==> src/rtl/matrix_pkg.sv <==
// Shared types and index helpers for the matrix loader / multiplier pair.
package matrix_pkg;

  typedef enum logic [1:0] {
    LOAD_A,
    LOAD_B,
    FULL
  } load_state_t;

  // Width of an element index into an n x n matrix.
  function automatic int idx_w(input int n);
    return $clog2(n * n);
  endfunction

  // Low bit of flattened element k; identical to the multiplier's slicing.
  function automatic int slice_lo(input int k, input int bits);
    return k * bits;
  endfunction

endpackage

==> src/rtl/matrix_stream_loader.sv <==
// Assembles a serial element stream into flattened A then B operand buses
// and holds them, flagged valid, until the consumer acknowledges.
module matrix_stream_loader
  import matrix_pkg::*;
#(
  parameter int BITS = 8,
  parameter int N = 8,
  localparam int IDX_W = idx_w(N)
) (
  input  logic                  clk,
  input  logic                  rst,
  input  logic                  clr,
  input  logic [BITS-1:0]       in_data,
  input  logic                  in_valid,
  output logic                  in_ready,
  input  logic                  mats_ack,
  output logic [N*N*BITS-1:0]   A_out,
  output logic [N*N*BITS-1:0]   B_out,
  output logic                  mats_valid,
  output logic [IDX_W-1:0]      load_idx,
  output logic                  load_b
);

  localparam int NN = N * N;

  load_state_t      state, state_nxt;
  logic [IDX_W-1:0] idx, idx_nxt;
  logic             xfer;
  logic             last;

  assign in_ready = (state != FULL);
  assign xfer     = in_valid && in_ready;
  assign last     = (idx == IDX_W'(NN - 1));
  assign load_b   = (state == LOAD_B);
  assign load_idx = idx;

  // Next state and index; clr overrides both transfer and acknowledge.
  always_comb begin
    state_nxt = state;
    idx_nxt   = idx;
    if (clr) begin
      state_nxt = LOAD_A;
      idx_nxt   = '0;
    end else begin
      case (state)
        LOAD_A: begin
          if (xfer) begin
            if (last) begin
              state_nxt = LOAD_B;
              idx_nxt   = '0;
            end else begin
              idx_nxt = idx + IDX_W'(1);
            end
          end
        end
        LOAD_B: begin
          if (xfer) begin
            if (last) begin
              state_nxt = FULL;
              idx_nxt   = '0;
            end else begin
              idx_nxt = idx + IDX_W'(1);
            end
          end
        end
        FULL: begin
          if (mats_ack) state_nxt = LOAD_A;
        end
        default: begin
          state_nxt = LOAD_A;
          idx_nxt   = '0;
        end
      endcase
    end
  end

  // Control registers; mats_valid is registered from the next state so it
  // tracks FULL exactly without a combinational path to the consumer.
  always_ff @(posedge clk or posedge rst) begin
    if (rst) begin
      state      <= LOAD_A;
      idx        <= '0;
      mats_valid <= 1'b0;
    end else begin
      state      <= state_nxt;
      idx        <= idx_nxt;
      mats_valid <= (state_nxt == FULL);
    end
  end

  // Operand storage: only the slice decoded from idx is written on a
  // transfer, so untouched slices keep their previous contents.
  always_ff @(posedge clk or posedge rst) begin
    if (rst) begin
      A_out <= '0;
      B_out <= '0;
    end else if (xfer && !clr) begin
      for (int k = 0; k < NN; k++) begin
        if (idx == IDX_W'(k)) begin
          if (state == LOAD_B) B_out[slice_lo(k, BITS) +: BITS] <= in_data;
          else                 A_out[slice_lo(k, BITS) +: BITS] <= in_data;
        end
      end
    end
  end

endmodule

==> config.mk <==
export PLATFORM = sky130hd
export DESIGN_NAME = matrix_stream_loader
export DESIGN_NICKNAME = d
export VERILOG_FILES = /design/src/rtl/matrix_pkg.sv /design/src/rtl/matrix_stream_loader.sv
export SDC_FILE = /design/constraint.sdc
export NUM_CORES = 2
export LEC_CHECK = 0
export CORE_AREA = 2 2 412 414
export CTS_CLUSTER_DIAMETER = 40
export DETAILED_ROUTE_END_ITERATION = 8
export DIE_AREA = 0 0 414 416
export PLACE_DENSITY = 0.43
export SLEW_MARGIN = 10
export SYNTH_ARGS = -nofsm -noshare
export SYNTH_HDL_FRONTEND = slang
export SYNTH_SLANG_ARGS = --single-unit
==> constraint.sdc <==
create_clock -name clk -period 38.9 [get_ports clk]
set_input_delay 7.78 -clock clk [delete_from_list [all_inputs] [get_ports clk]]
set_output_delay 7.78 -clock clk [all_outputs]
set_load 0.005 [all_outputs]
**Yosys cells after proc, flatten, opt, wreduce, memory -nomap -nowiden**

Index checks and enable logic that the tools add are counted.

- Add/sub/neg operators: 1
- Eq/ne operators: 69
- Reductions and logical operators: 135
- Multiplexer cells: 11
- Bitwise gates (word level): 1

Operator list:

| operator | number |
|---|---|
| 3-bit AND reduction | 128 |
| 6-bit equality test, second input constant | 32 |
| 6-bit by 5-bit equality test with 1-bit output, second input constant | 16 |
| 6-bit by 4-bit equality test with 1-bit output, second input constant | 8 |
| 6-bit by 3-bit equality test with 1-bit output, second input constant | 4 |
| 6-bit two-way mux | 3 |
| 6-bit by 2-bit equality test with 1-bit output, second input constant | 2 |
| 2-bit two-way mux | 6 |
| 6-bit one-hot mux with 2 select lines | 1 |
| 6-bit by 1-bit adder with 6-bit output, second input constant | 1 |
| 6-bit by 1-bit equality test with 1-bit output, second input constant | 1 |
| 6-bit logical NOT | 1 |
| 2-bit one-hot mux with 3 select lines | 1 |
| 2-bit equality test, second input constant | 2 |
| 2-bit != test, second input constant | 2 |
| 3-bit by 1-bit != test with 1-bit output, second input constant | 1 |
| 2-bit by 1-bit equality test with 1-bit output, second input constant | 1 |
| 1-bit logical AND | 2 |
| 2-bit logical NOT | 1 |
| 2-bit AND reduction | 1 |
| 2-bit OR reduction | 1 |
| 1-bit logical NOT | 1 |
| 1-bit NOT | 1 |

- Logic and storage cells: 348
- Bits of input ports: 13
- Output and inout port bits: 1033
- Flip-flop bits (word level): 1033

**Longest topological paths before layout**

- Depth in word-level cells: 6
- Gate-level depth with buffers: 7
- Depth with buffers taken out: 5

**Worst setup path after synthesis**

OpenSTA, ideal clock, no wires.

- Path type: input -> register
- From: input in_valid
- To: register A_out[425]
- Path slack: 29466 ps
- Arrival: 9309 ps
- Data required time: 38775 ps
- Buffers on the path: 3
- Cell stages on the path: 7
- Path through: buf_4 > nand2_1 > or3_1 > buf_4 > buf_6 > nor2_8 > mux2_2

- Longest elaborated chain between the ends: 3

Ends and longest elaborated chain:

| what | line | RTL |
|---|---|---|
| from (decl) | matrix_stream_loader.sv:14 | `input logic in_valid,` |
| 1-bit logical AND | matrix_stream_loader.sv:32 | `assign xfer = in_valid && in_ready;` |
| 1-bit logical AND | matrix_stream_loader.sv:97 | `end else if (xfer && !clr) begin` |
| 3-bit AND reduction (no line) | - |  |
| to (signal, indexed assignment) | matrix_stream_loader.sv:101 | `else A_out[slice_lo(k, BITS) +: BITS] <= in_data;` |
| to (decl) | matrix_stream_loader.sv:17 | `output logic [N*N*BITS-1:0] A_out,` |

Every way passes these cells.
A chain may end at the register's enable or synchronous reset.

==> results.cfg <==
[synth]
syn_inst = 2433
synth_most_common_cell = dfrtp_1
ys_types = 46
syn-num-nets = 2450
synthesis.area_sq_mm = 0.0406
synth_area_leaders = dfrtp_1 (64%), mux2_2 (23%), mux2_4 (5.9%)
async_flop_share_pct = 100
yosys.area.top_type = dfrtp_1
post_synth.cell_area_avg_sq_um = 16.7
synth_top_area_share_pct = 63.7
synth_edf_count = 0
yosysWarnings = 0
ys_seq_area_share_pct = 63.7
ys_ff_latch = 1033
synth_flop_cell = dfrtp_1
synth_common_cells = dfrtp_1 (1033), mux2_2 (844), mux2_4 (160)

[drt]
dr.first_iter.drc_count = 1040
viasPerCell = 4.24
detail_route.wl_per_cell_microns = 28.2
remaining_drc_errors = 0
met1_length_mm = 65.5
wl_met3_mm = 11.9
dr.max_layer_used = met4
via_count = 25300
wl_met2_mm = 86.9
wirelength_mm = 168
ant_nets = 0
firstDrtPassIters = 4

[power]
power.density_mw_per_mm2 = 49.1
comb_power_share_pct = 4.4
pwr-share-clk_pct = 58.6
internal_power_w = 0.00227
switching_power_w = 0.000702
ir_drop_mv = 0.0436
seqPwrFrac_pct = 37.1
p_sw_share_pct = 23.6
leakagePower_nw = 29.0

[timing]
min_period_over_period_pct = 27.5
rsz0062_at_grt = false
final_max_slew_viol_count = 0
fmax_mhz = 93.4
fin_crit_ns = 10.71
timing.hold.ws_ns = 0.482
setup_viol = 0
fin_tns_setup_ns = 0
skew_ns = 0.0325
tightest_slew_ns = 1.12
relSlewSlack_pct = 24.9
hold_viol = 0

[clocking]
clockBufferDepth = 3
htreeDepth = 4
clk_latency_ns = 0.83
cts_tree = done
cts_setup_buffers = 0
cts_sinks = 1033
cts_made_buffers = 196
clkTransAtPathRegs_ns = 0.05
clockRootBuffer = clkbuf_16
ctsResizeCount = 0
hold_buffers = 0

[layout]
areaGrowthSynthToFinish_pct = 48.9
layout-drive-gt1-share_pct = 39.7
final_util_pct = 35.9
instances_no_fill = 5963
nets = 3590

[floorplan]
rows = 151
start_util_pct = 24.1
die-width_microns = 414
io_pins = 1046
die_area_sq_mm = 0.172
core-area_sq_mm = 0.168
die_h_microns = 416

[global_routing]
grt_max_degree = 140
grt_pass1_wl_mm = 232
gr-total-overflow = 0
gr-usage-all-layers_pct = 19.3
first_global_vias = 26800
antenna_found_initial = 3

[setup_path]
ff2ff_path_depth = 4
crit_type = in2async
endpoint_kind = asynchronous set/reset pin
r2r_end = A_out[146]
reg2reg_slack_ns = 35.66
r2r-start = load_idx[4]
arrival_ns = 11.49
worstPathRequired_ns = 39.69
cp_max_fo = 83
crit_end = A_out[508]
cp-startpoint = rst
startpoint_type = primary input

[place]
portBuffers = 1045
gp_congestion = 0.759
dp_hpwl_mm = 117
post-place-cells = 5593

[worst_hold_path]
worstHoldStart = B_out[295]
worstHoldPathType = reg2reg

[run_status]
status = finished clean

[run]
drv_cap = 0
[how the worst min path moves through the flow]
stage,to,slack (ns),depth (start not counted)
after floorplan,A_out[424],0.48,1
after global placement,B_out[291],0.47,1
after detailed placement,B_out[294],0.47,1
after CTS,B_out[295],0.49,1
after global routing,A_out[232],0.51,1
final,B_out[295],0.48,1
[final cells by class]
| type | count | area [sq um] |
|---|---|---|
| fill | 16400 | 108000 |
| clock inverter | 104 | 1290 |
| sequential | 1033 | 25800 |
| inverter | 5 | 26.3 |
| tap | 2218 | 2780 |
| antenna | 6 | 15.0 |
| multi-input combinational | 1244 | 14100 |
| clock buffer | 260 | 5560 |
| timing repair buffer | 1093 | 10900 |
[worst max-delay path, stage by stage]
cell and delay [ns]:
clkdlybuf4s50_1 0.49, inv_8 0.48, buf_4 0.75, buf_4 0.80, buf_4 0.89
[stage by stage]
step	total power, W	area [sq um]	worst slack [ns]
2_1_floorplan	0.00117	40600	2.05
3_3_place_gp	0.00125	53600	27.14
3_5_place_dp	0.00125	53600	27.18
4_1_cts	0.00302	60400	28.10
5_1_grt	0.00308	60400	27.70
6_report	0.00297	60400	28.19
[logic make-up (layout without fill, tap and decap cells)]
group           Yosys count  in the layout  share of synthesized area, %
xor+xnor                  2              2                        0.0894
flops                  1033           1033                          63.7
simple gates            201            201                          4.27
fa+ha+maj                 4              4                         0.123
compound gates           12             12                         0.197
other cells               0              6                             0
buf+inv                 156           1462                          1.71
mux                    1025           1025                          29.9
[layout by cell type (no fill, tap or decap), types with 3 or more instances in the layout]
master           instances
clkdlybuf4s50_1       1037
dfrtp_1               1033
mux2_2                 844
clkbuf_16              198
mux2_4                 160
nand2_1                 74
buf_4                   46
clkbuf_8                37
clkinvlp_4              27
clkbuf_1                25
clkinv_2                25
nor2_8                  20
mux2_1                  20
nand2_8                 20
nor2_2                  18
bufinv_16               18
and2_1                  14
clkinv_4                13
nand2_2                 12
inv_6                   10
buf_6                    8
diode_2                  6
nor2b_1                  5
nor2_1                   5
inv_16                   5
nand2b_1                 4
nor4_4                   4
and3_1                   4
inv_1                    4
nor2_4                   4
ha_1                     4
nor3_1                   3
clkinv_8                 3
[state kept, by name (all words and copies together) (netlist names)]
| name | count |
|---|---|
| A_out | 512 |
| state | 2 |
| mats_valid | 1 |
| load_idx | 6 |
| B_out | 512 |
[power by group through the flow]
stage,Combinational (W),Sequential (W),Clock (W)
final,0.000130,0.00110,0.00174
after global routing,0.000140,0.00110,0.00183
after CTS,0.000137,0.00110,0.00178
after detailed placement,0.000136,0.00112,0
after global placement,0.000137,0.00112,0
after floorplan,0.0000540,0.00112,0
[routing by layer]
metal  global-route usage, %  vias to the layer above
li1                        -                    10900
met1                    21.9                    13400
met2                    34.0                      767
met3                    6.64                      190
met4                    5.75                        0
met5                       0                        -
(Power assumes the default switching activity.)
==> variant: new RTL, same flow settings <==
Make the reset (`rst`) synchronous in 2 clocked blocks.
--- a/src/rtl/matrix_stream_loader.sv
+++ b/src/rtl/matrix_stream_loader.sv
@@ -76,7 +76,7 @@
 
   // Control registers; mats_valid is registered from the next state so it
   // tracks FULL exactly without a combinational path to the consumer.
-  always_ff @(posedge clk or posedge rst) begin
+  always_ff @(posedge clk) begin
     if (rst) begin
       state      <= LOAD_A;
       idx        <= '0;
@@ -90,7 +90,7 @@
 
   // Operand storage: only the slice decoded from idx is written on a
   // transfer, so untouched slices keep their previous contents.
-  always_ff @(posedge clk or posedge rst) begin
+  always_ff @(posedge clk) begin
     if (rst) begin
       A_out <= '0;
       B_out <= '0;
Check against the original RTL: not settled (the Yosys comparison gave no result); the edit may change what the design does.
==> variant against the unedited design <==
Clock skew shrank 9.8 ps. Utilization grew 0.24 points. Wire length grew 7.7%. Synthesized area grew 1.4%. Sequential cell count is the same. Synthesized cell count grew 47%. Power grew 1.2%. Register-to-register slack lost 260 ps. Cell area grew 0.67%. Setup slack gained 220 ps. Count of clock-buffer cells in the layout grew 1. Fmax grew 2.1%. Largest cell class unchanged.
==> variant: results (changes against the unedited design) <==
[status]
outcome=complete, no violations

[yosys]
synth_common_cells=1,034 x nand2b_1, 1,033 x dfxtp_1, 1,026 x mux2i_1
postSynth.asyncResetShare_pct=0  ; -100 points
yosys_most_used_dff=dfxtp_1
yosys.cell_types.count=41  ; -11%
ys_top_cells_by_area=dfxtp_1 50%, mux2i_1 25%, nand2b_1 16%

[layout]
nNetsFinal=4593  ; +28%
final-instance-count-excl-fill=6968  ; +17%
layout.filler_cells=16700  ; +1.9%

[route]
wl_per_cell_um=26.0  ; -7.8%
initialDrtViolationCount=1362  ; +31%

[timing]
finalCritPeriodShare_pct=26.9  ; -0.58 points

[setup_path]
rr_endpoint=A_out[337]
cp-endpoint=B_out[204]
critical-path-max-stage-delay_ps=930  ; +40 ps
r2r_slack_ps=35400  ; -260 ps
maximum_fanout_along_the_worst_path=127  ; +53%

[pwr]
p_leak_nw=27.4  ; -5.7%
switching_power_mw=0.678  ; -3.5%
power.ir.vdd_worst_uv=45.2  ; +3.7%

[placed_design]
pre_cts_ws_ps=27490  ; +312 ps
place.detailed.instances=6587  ; +18%
place.gp.congestion=0.747  ; -1.6%
placed_cell_area_um2=53500  ; about the same

[global_routing]
grt_first_pass_wirelength_mm=251  ; +8.0%
grt_max_degree=273  ; +95%
first_global_vias=30400  ; +13%

[clocking]
tritoncts.num_buffers=205  ; +4.6%

-- variant: area by class of cell --
class                   instances  area [um2]  area share [%]
clock buffers                 261        5730            9.41
well taps                    2218        2780            4.56
flip-flops and latches       1033       20700            34.0
clock inverters               117        1580            2.59
inverters                       6        22.5          0.0370
diodes                          3        7.51          0.0123
repair buffers               1084       10800            17.7
multi-input cells            2246       19300            31.7
-- variant: cell families (layout without fill, tap and decap cells) --
kind of cell	Yosys count	after routing	share of synthesized area, %
buffers and inverters	292	1468	3.26
xor gates and xnor gates	2	2	0.0882
and+or+nand+nor	1200	1200	21.1
AOI/OAI and AO/OA	14	14	0.243
DFF	1033	1033	50.2
other	0	3	0
adders and majority gates	4	4	0.122
muxes	1026	1026	24.9
-- variant: routing by layer --
layer | wire length (um) | vias up | GRT usage, %
met4 | 5360 | 0 | 6.72
met3 | 13100 | 250 | 7.16
met1 | 74000 | 14500 | 23.6
met5 | 0 | - | 0
li1 | - | 14100 | -
met2 | 88900 | 833 | 35.1
-- variant: worst min-delay path by stage --
| stage | from | end | slack, ps | depth (start not counted) |
|---|---|---|---|---|
| floorplan | A_out[336] | A_out[336] | 460 | 2 |
| global placement | A_out[340] | A_out[340] | 460 | 2 |
| detailed placement | A_out[342] | A_out[342] | 460 | 2 |
| CTS | A_out[343] | A_out[343] | 470 | 2 |
| global route | B_out[126] | B_out[126] | 490 | 2 |
| finish | A_out[447] | A_out[447] | 470 | 2 |
-- variant: worst min-delay path: stages (launching register included) --
cell and delay [ps]:
dfxtp_1 300, nand2b_1 60, mux2i_1 60
-- variant: power by group through the flow --
stage	logic, mW	clock network (mW)	registers (mW)
detailed placement	0.0788	0	1.08
global route	0.0800	1.96	1.06
CTS	0.0788	1.91	1.06
global placement	0.0791	0	1.08
floorplan	0.0462	0	1.08
finish	0.0758	1.87	1.06
